$ cat src/rtl/cmac_xmit_generator.sv
// Synthetic CMAC axis_tx packet source: one header beat followed by 1, 2 or 64 payload beats.
// Optional TVALID-drop error injection is built when CMAC_XMIT_GEN_ERRINJ_EN is defined.
module cmac_xmit_generator #(
  parameter int DW = 512
) (
  input  logic          clk,
  input  logic          reset,
  input  logic          start,
  input  logic          stop,
  input  logic [31:0]   packet_count,
  input  logic [1:0]    size_mode,
  input  logic [7:0]    gap_cycles,
  input  logic          inject_drop,
  output logic [DW-1:0] axis_out_tdata,
  output logic          axis_out_tlast,
  output logic          axis_out_tvalid,
  input  logic          axis_out_tready,
  output logic          busy,
  output logic          done,
  output logic [31:0]   packets_sent
);

  typedef enum logic [1:0] {IDLE, HEADER, PAYLOAD, GAP} state_t;

  state_t      state;
  logic [31:0] count_q;
  logic [31:0] seq;
  logic [1:0]  mode_q;
  logic [7:0]  gap_q;
  logic [7:0]  gap_cnt;
  logic [1:0]  rot;
  logic [15:0] n_cur;
  logic [15:0] k;
  logic [1:0]  rot_next;
  logic [15:0] n_next;
  logic        hs;
  logic        run_end;

`ifdef CMAC_XMIT_GEN_ERRINJ_EN
  logic armed;
`else
  logic unused_inject;
  assign unused_inject = inject_drop;
`endif

  function automatic logic [15:0] size_of(input logic [1:0] mode, input logic [1:0] r);
    logic [15:0] n;
    n = 16'd64;
    case (mode)
      2'd0: n = 16'd1;
      2'd1: n = 16'd2;
      2'd2: n = 16'd64;
      default: begin
        case (r)
          2'd0:    n = 16'd1;
          2'd1:    n = 16'd2;
          default: n = 16'd64;
        endcase
      end
    endcase
    return n;
  endfunction

  function automatic logic [DW-1:0] beat(input logic [31:0] s, input logic [15:0] v);
    logic [DW-1:0] b;
    b = '0;
    b[31:0]  = s;
    b[47:32] = v;
    return b;
  endfunction

  assign hs = axis_out_tvalid & axis_out_tready;

  // Rotation and size of the packet that follows the current one.
  always_comb begin
    rot_next = rot;
    if (mode_q == 2'd3) rot_next = (rot == 2'd2) ? 2'd0 : rot + 2'd1;
    n_next  = size_of(mode_q, rot_next);
    run_end = ((count_q != '0) && (packets_sent + 32'd1 == count_q)) || stop;
  end

  always_ff @(posedge clk) begin
    if (reset) begin
      state           <= IDLE;
      count_q         <= '0;
      seq             <= '0;
      mode_q          <= '0;
      gap_q           <= '0;
      gap_cnt         <= '0;
      rot             <= '0;
      n_cur           <= '0;
      k               <= '0;
      axis_out_tdata  <= '0;
      axis_out_tlast  <= 1'b0;
      axis_out_tvalid <= 1'b0;
      busy            <= 1'b0;
      done            <= 1'b0;
      packets_sent    <= '0;
`ifdef CMAC_XMIT_GEN_ERRINJ_EN
      armed           <= 1'b0;
`endif
    end else begin
      done <= 1'b0;
      case (state)
        IDLE: begin
          if (start) begin
            count_q         <= packet_count;
            mode_q          <= size_mode;
            gap_q           <= gap_cycles;
            packets_sent    <= '0;
            seq             <= '0;
            rot             <= '0;
            n_cur           <= size_of(size_mode, 2'd0);
            axis_out_tdata  <= beat(32'd0, size_of(size_mode, 2'd0));
            axis_out_tvalid <= 1'b1;
            axis_out_tlast  <= 1'b0;
            busy            <= 1'b1;
            state           <= HEADER;
          end
        end

        HEADER: begin
          if (hs) begin
            k              <= 16'd1;
            axis_out_tdata <= beat(seq, 16'd1);
            axis_out_tlast <= (n_cur == 16'd1);
            state          <= PAYLOAD;
          end
        end

        PAYLOAD: begin
          if (hs && axis_out_tlast) begin
            packets_sent   <= packets_sent + 32'd1;
            seq            <= seq + 32'd1;
            rot            <= rot_next;
            n_cur          <= n_next;
            axis_out_tlast <= 1'b0;
`ifdef CMAC_XMIT_GEN_ERRINJ_EN
            armed          <= 1'b0;
`endif
            if (run_end) begin
              axis_out_tvalid <= 1'b0;
              axis_out_tdata  <= '0;
              busy            <= 1'b0;
              done            <= 1'b1;
              state           <= IDLE;
            end else if (gap_q != '0) begin
              axis_out_tvalid <= 1'b0;
              axis_out_tdata  <= '0;
              gap_cnt         <= gap_q;
              state           <= GAP;
            end else begin
              axis_out_tdata <= beat(seq + 32'd1, n_next);
              state          <= HEADER;
            end
          end else if (hs) begin
            k              <= k + 16'd1;
            axis_out_tdata <= beat(seq, k + 16'd1);
            axis_out_tlast <= (k + 16'd1 == n_cur);
`ifdef CMAC_XMIT_GEN_ERRINJ_EN
            // Next beat is already loaded; TVALID stays low for one cycle.
            if (armed || inject_drop) axis_out_tvalid <= 1'b0;
            armed <= 1'b0;
`endif
          end
`ifdef CMAC_XMIT_GEN_ERRINJ_EN
          else begin
            if (!axis_out_tvalid) axis_out_tvalid <= 1'b1;
            if (inject_drop && !axis_out_tlast) armed <= 1'b1;
          end
`endif
        end

        GAP: begin
          if (stop) begin
            busy  <= 1'b0;
            done  <= 1'b1;
            state <= IDLE;
          end else if (gap_cnt == 8'd1) begin
            axis_out_tvalid <= 1'b1;
            axis_out_tdata  <= beat(seq, n_cur);
            state           <= HEADER;
          end else begin
            gap_cnt <= gap_cnt - 8'd1;
          end
        end

        default: state <= IDLE;
      endcase
    end
  end

endmodule
$ cat config.mk
export PLATFORM = sky130hd
export DESIGN_NAME = cmac_xmit_generator
export DESIGN_NICKNAME = d
export VERILOG_FILES = /design/src/rtl/cmac_xmit_generator.sv
export SDC_FILE = /design/constraint.sdc
export NUM_CORES = 1
export LEC_CHECK = 0
export BUFFER_PORTS_ARGS = -buffer_cell sky130_fd_sc_hd__buf_2
export CAP_MARGIN = 20
export CELL_PAD_IN_SITES_DETAIL_PLACEMENT = 1
export CELL_PAD_IN_SITES_GLOBAL_PLACEMENT = 1
export CORE_AREA = 2 2 229 231
export DETAILED_ROUTE_END_ITERATION = 7
export DIE_AREA = 0 0 231 233
export PLACE_DENSITY_LB_ADDON = 0.1
export SLEW_MARGIN = 20
export SYNTH_ARGS = -nofsm -noshare
export SYNTH_HDL_FRONTEND = slang
export SYNTH_SLANG_ARGS = --single-unit
$ cat constraint.sdc
create_clock -name clk -period 6 [get_ports clk]
set_input_delay 0.6 -clock clk [delete_from_list [all_inputs] [get_ports clk]]
set_output_delay 0.6 -clock clk [all_outputs]
set_load 0.02 [all_outputs]
# Word-level counts from Yosys, hierarchy flattened
# Cells that the tools add are included.
word_totals:
  output_inout_bits: 548
  elab_cells: 135
  input_bits: 48
  latch_bits: 0
  romBits: 0
  register_bits: 666
  ramBits: 0
  mem_count: 0
op_classes:
  n_addsub: 5
  div_mod_pow: 0
  mux: 63
  reduce_logical: 22
  bitwise_logic: 1
  n_eq_ne: 29
  magnitude_cmp: 0
  n_mul: 0
  shift: 0
op_table:
  columns: ["cell", "count"]
  rows:
  - ["$mux 512", 6]
  - ["$pmux 512 s4", 1]
  - ["$pmux 32 s2", 2]
  - ["$mux 32", 3]
  - ["$mux 48", 2]
  - ["$mux 16", 5]
  - ["$add 32x1->32 const B", 2]
  - ["$pmux 16 s2", 2]
  - ["$mux 8", 5]
  - ["$eq 32x32->1", 1]
  - ["$reduce_bool 32->1", 1]
  - ["$pmux 7 s2", 2]
  - ["$ne 2x2->1 const B", 12]
  - ["$mux 2", 11]
  - ["$pmux 7 s3", 1]
  - ["$add 16x1->16 const B", 1]
  - ["$eq 16x1->1 const B", 1]
  - ["$eq 16x16->1", 1]
  - ["$mux 1", 16]
  - ["$pmux 8 s2", 1]
  - ["$eq 2x2->1 const B", 6]
  - ["$reduce_and 4->1", 3]
  - ["$reduce_and 6->1", 2]
  - ["$reduce_and 5->1", 2]
  - ["18 further kinds", 31]

# Logic depth before layout (Yosys ltp)
logic_depth:
  depth_word: 10
  depth_mapped: 14
  mapped_depth_nobuf: 10

# Worst setup path before layout
# No wires, ideal clock.
synth_path:
  kind: "register -> register"
  startpoint: "reg packets_sent[2]"
  endpoint: "reg axis_out_tdata[6]"
  required_ns: 5.880
  t_arrival_ns: 3.356
  n_path_buf: 3
  path_stages_with_launch: 13
  setup_time_ns: 0.120
  period_less_slack_ns: 3.475
  slack_ns: 2.525
  cell_sequence: "dfxtp_1 -> buf_2 -> and4_1 -> clkbuf_1 -> nand4_1 -> or3_1 -> xnor2_1 -> a2111o_1 -> nor4_4 -> nor4_2 -> buf_6 -> and2_1 -> a211o_1"
synth_via:
  elab_chain_cells: 7
synth_lines:
  columns: ["item", "line_no", "source"]
  rows:
  - ["start: declaration", "20", "output logic [31:0] packets_sent"]
  - ["start signal: assignment", "133", "packets_sent <= packets_sent + 32'd1;"]
  - ["$add 32x1->32", "79", "run_end = ((count_q != '0) && (packets_sent + 32'd1 == count_q)) || stop;"]
  - ["$eq 32x32->1", "79", null]
  - ["$logic_and 1x1->1", "79", null]
  - ["$logic_or 1x1->1", "79", null]
  - ["$mux 48", "141", "if (run_end) begin"]
  - ["$mux 512", "132", "if (hs && axis_out_tlast) begin"]
  - ["$pmux 512 s4", "104", "case (state)"]
  - ["end signal: assignment", "114", "axis_out_tdata <= beat(32'd0, size_of(size_mode, 2'd0));"]
  - ["end signal: assignment", "153", "axis_out_tdata <= beat(seq + 32'd1, n_next);"]
  - ["end signal: assignment", "158", "axis_out_tdata <= beat(seq, k + 16'd1);"]
  - ["end: declaration", "14", "output logic [DW-1:0] axis_out_tdata,"]
# No other way between the ends.
# A chain may end at the register's enable or synchronous reset.

# Worst setup path after layout
layout_path:
  startpoint: "reg packets_sent[0]"
  endpoint: "reg axis_out_tdata[32]"
# Same word-level chain as after synthesis.

==> results.sh <==
export IMPL_post_cts_setup_buffers=0
export IMPL_relSlewSlack_pct=35.4
export IMPL_routedWlPerCell_um=16.5
export IMPL_grt_total_usage_pct=15.7
export IMPL_gp_congestion=0.749
export IMPL_timing_fmax_mhz=223
export IMPL_avgSynthCellArea_um2=7.34
export IMPL_worst_slew_pin_slew_ps=969
export IMPL_critical_path_peak_fanout=22
export IMPL_critPathRequiredTime_ps=6350
export IMPL_insertion_delay_ps=500
export IMPL_syn2layout_area_growth_pct=0.778
export IMPL_cts_inserted_buffers=17
export IMPL_outcome="complete, no violations"
export IMPL_drv_cap=0
export IMPL_drive_above_1_share_pct=9.77
export IMPL_viasPerCell=4.42
export IMPL_core_area_um2=51100
export IMPL_die_w_um=231
export IMPL_finalSetupViolCount=0
export IMPL_vias=11800
export IMPL_grt_max_degree=80
export IMPL_finalCriticalPeriod_ps=4480
export IMPL_pwr_density_cell_nw_per_um2=295
export IMPL_yosysWarnings=0
export IMPL_portBuffers=130
export IMPL_report_final_slew_viol_count=0
export IMPL_h_tree_depth=4
export IMPL_endpoint_kind="flip-flop"
export IMPL_synth_edf_count=0
export IMPL_cts_root_buffer="clkbuf_16"
export IMPL_arrival_ps=4830
export IMPL_wl_um=43800
export IMPL_post_dp_cell_area_um2=13500
export IMPL_clk_pin_slew_ps=70
export IMPL_ys_types=70
export IMPL_path_class="reg -> reg"
export IMPL_antenna_found_initial=4
export IMPL_die_area_um2=53800
export IMPL_ys_async_sr_fraction_pct=0
export IMPL_grt_overflow_total=0
export IMPL_finalCritPeriodShare_pct=74.7
export IMPL_cts_resized=0
export IMPL_design_power_total_mw=4.16
export IMPL_dieHeight_um=233
export IMPL_nets=2021
export IMPL_synthFlopType="dfxtp_1"
export IMPL_drc=0
export IMPL_p_leak_nw=5.90
export IMPL_fin_util_pct=27.6
export IMPL_preCtsSetupSlack_ps=1530
export IMPL_cp_start_kind="flip-flop"
export IMPL_hold_worst_slack_ps=334
export IMPL_grt_pass1_vias=11100
export IMPL_yosysSeqAreaShare_pct=27.0
export IMPL_ant_nets=0
export IMPL_setup_tns_ps=0
export IMPL_setup_slack_ps=1520
export IMPL_rsz0062_at_grt="no"
export IMPL_vdd_drop_max_uv=236
export IMPL_yosysTopAreaCellShare_pct=27.0
export IMPL_cts_tree="built"
export IMPL_grt_pass1_wl_um=65500
export IMPL_placed_cells=2623
export IMPL_numClockSinks=189
export IMPL_hold_buffers=0
export IMPL_cts_max_path_buffers=2
export IMPL_synthCells=1906
export IMPL_rows=83
export IMPL_syn_cell_area_um2=14000
export IMPL_initial_utilization_pct=27.4
export IMPL_pin_count=596
export IMPL_clock_skew_ps=14.3
export IMPL_yosys_area_top_type="dfxtp_1"
export IMPL_ys_ff_latch=189
export IMPL_hold_viol=0
export IMPL_dp_hpwl_um=31900
export IMPL_firstDrtPassIters=4
export IMPL_fillers=6491
export IMPL_fin_area_um2=14100
export IMPL_drtIter0Drc=490
export IMPL_regArea_um2=3780
export IMPL_fin_cells=2656
export IMPL_min_path_type="in -> reg"
export IMPL_multi_input_comb_area_um2=7960
export IMPL_synth_area_leaders="dfxtp_1 (27%), buf_4 (25%), a21oi_1 (6.4%), nand2_1 (5.5%), nor2_1 (4.1%)"
-- layout by cell type (no fill, tap or decap), types with 9 or more instances in the layout --
| cell type | n |
|---|---|
| conb_1 | 464 |
| nand2_1 | 202 |
| dfxtp_1 | 189 |
| a21oi_1 | 180 |
| nor2_1 | 150 |
| buf_2 | 129 |
| o21ai_0 | 79 |
| nand3_1 | 76 |
| nor3_1 | 64 |
| inv_1 | 32 |
| nor4_1 | 32 |
| xor2_1 | 32 |
| nand4_1 | 28 |
| xnor2_1 | 25 |
| and3_1 | 22 |
| clkbuf_16 | 17 |
| a31oi_1 | 16 |
| o211ai_1 | 16 |
| and2_1 | 13 |
| nor2b_1 | 13 |
| or3_1 | 12 |
| a22oi_1 | 12 |
| buf_4 | 12 |
| and4_1 | 11 |
| ha_1 | 11 |
| a211oi_1 | 10 |
| a21o_1 | 10 |
| a311oi_1 | 9 |
-- synth_stat cells, types with 3 or more instances --
master and count:
xor2_1 32, a221oi_1 6, dfxtp_1 189, xnor2_1 25, a21o_1 10, clkbuf_1 84
a211oi_1 10, nand3b_1 4, nor4_1 33, o22ai_1 3, and3_1 22, a22oi_1 12
a31oi_1 16, o211ai_1 16, nor2_1 152, a311oi_1 9, buf_4 464, mux2i_1 5
nand4_1 28, o21a_1 3, nor4_2 3, and4_1 11, or2_2 4, nand2_1 204
nor3_1 65, nor2b_1 13, nand4b_1 4, buf_2 17, or4_1 5, inv_1 32
a2111oi_0 4, o21ai_0 79, a21oi_1 180, or3_1 12, nor3b_1 5, nand3_1 76
nand2b_1 6, and2_1 13, ha_1 11
-- worst max-delay path: stages, from the launching register on --
cell	delay, ps
dfxtp_1	520
ha_1	370
and3_1	280
nand2_1	200
nor3_1	690
nand4_1	170
a221o_1	420
nor4_4	760
nor3_2	80
buf_4	250
a2111oi_0	490
nor3_1	80
-- area by class of cell --
| type | count | area share (%) |
|---|---|---|
| timing repair buffer | 142 | 5.41 |
| sequential | 189 | 26.8 |
| clock buffer | 24 | 3.42 |
| clock inverter | 8 | 0.932 |
| multi-input combinational | 1579 | 56.5 |
| inverter | 33 | 0.879 |
| tap | 680 | 6.03 |
| antenna | 1 | 0.0177 |
-- power by group --
part,internal (mW),switching [mW]
clock network,0.691,0.558
logic,0.371,1.10
registers,1.34,0.107
-- worst paths after layout --
kind | from | to | slack [ps] | depth (start not counted)
min | packet_count[17] | count_q[17] | 330 | 3
max reg2reg | packets_sent[0] | axis_out_tdata[32] | 1520 | 11
min reg2reg | axis_out_tdata[40] | axis_out_tdata[40] | 450 | 2
max | packets_sent[0] | axis_out_tdata[32] | 1520 | 11
-- cells by family after synthesis --
kind of cell / after synthesis / share of synthesized area [%]
compound gates: 369 / 15.4
xor+xnor: 59 / 3.91
fa+ha+maj: 11 / 0.984
buf+inv: 601 / 28.8
flops: 189 / 27.0
mux: 5 / 0.358
other cells: 1 / 0.0268
simple gates: 671 / 23.4
-- flip-flops by register name, summed over array words and instances (netlist names) --
name and flops:
axis_out_tdata 48, axis_out_tlast 1, axis_out_tvalid 1, busy 1, count_q 32, done 1
gap_cnt 8, gap_q 8, k 16, mode_q 2, n_cur 3, packets_sent 32
rot 2, seq 32, state 2
-- metal layers --
metal	share of wire, %	vias up	global-route usage (%)	wire [um]
met5	0.066	-	0	29
met4	0.89	6	3.61	388
li1	-	5709	-	-
met3	5.2	25	4.11	2260
met1	46	5710	20.5	20100
met2	48	300	25.8	21000
(Power assumes the default switching activity.)
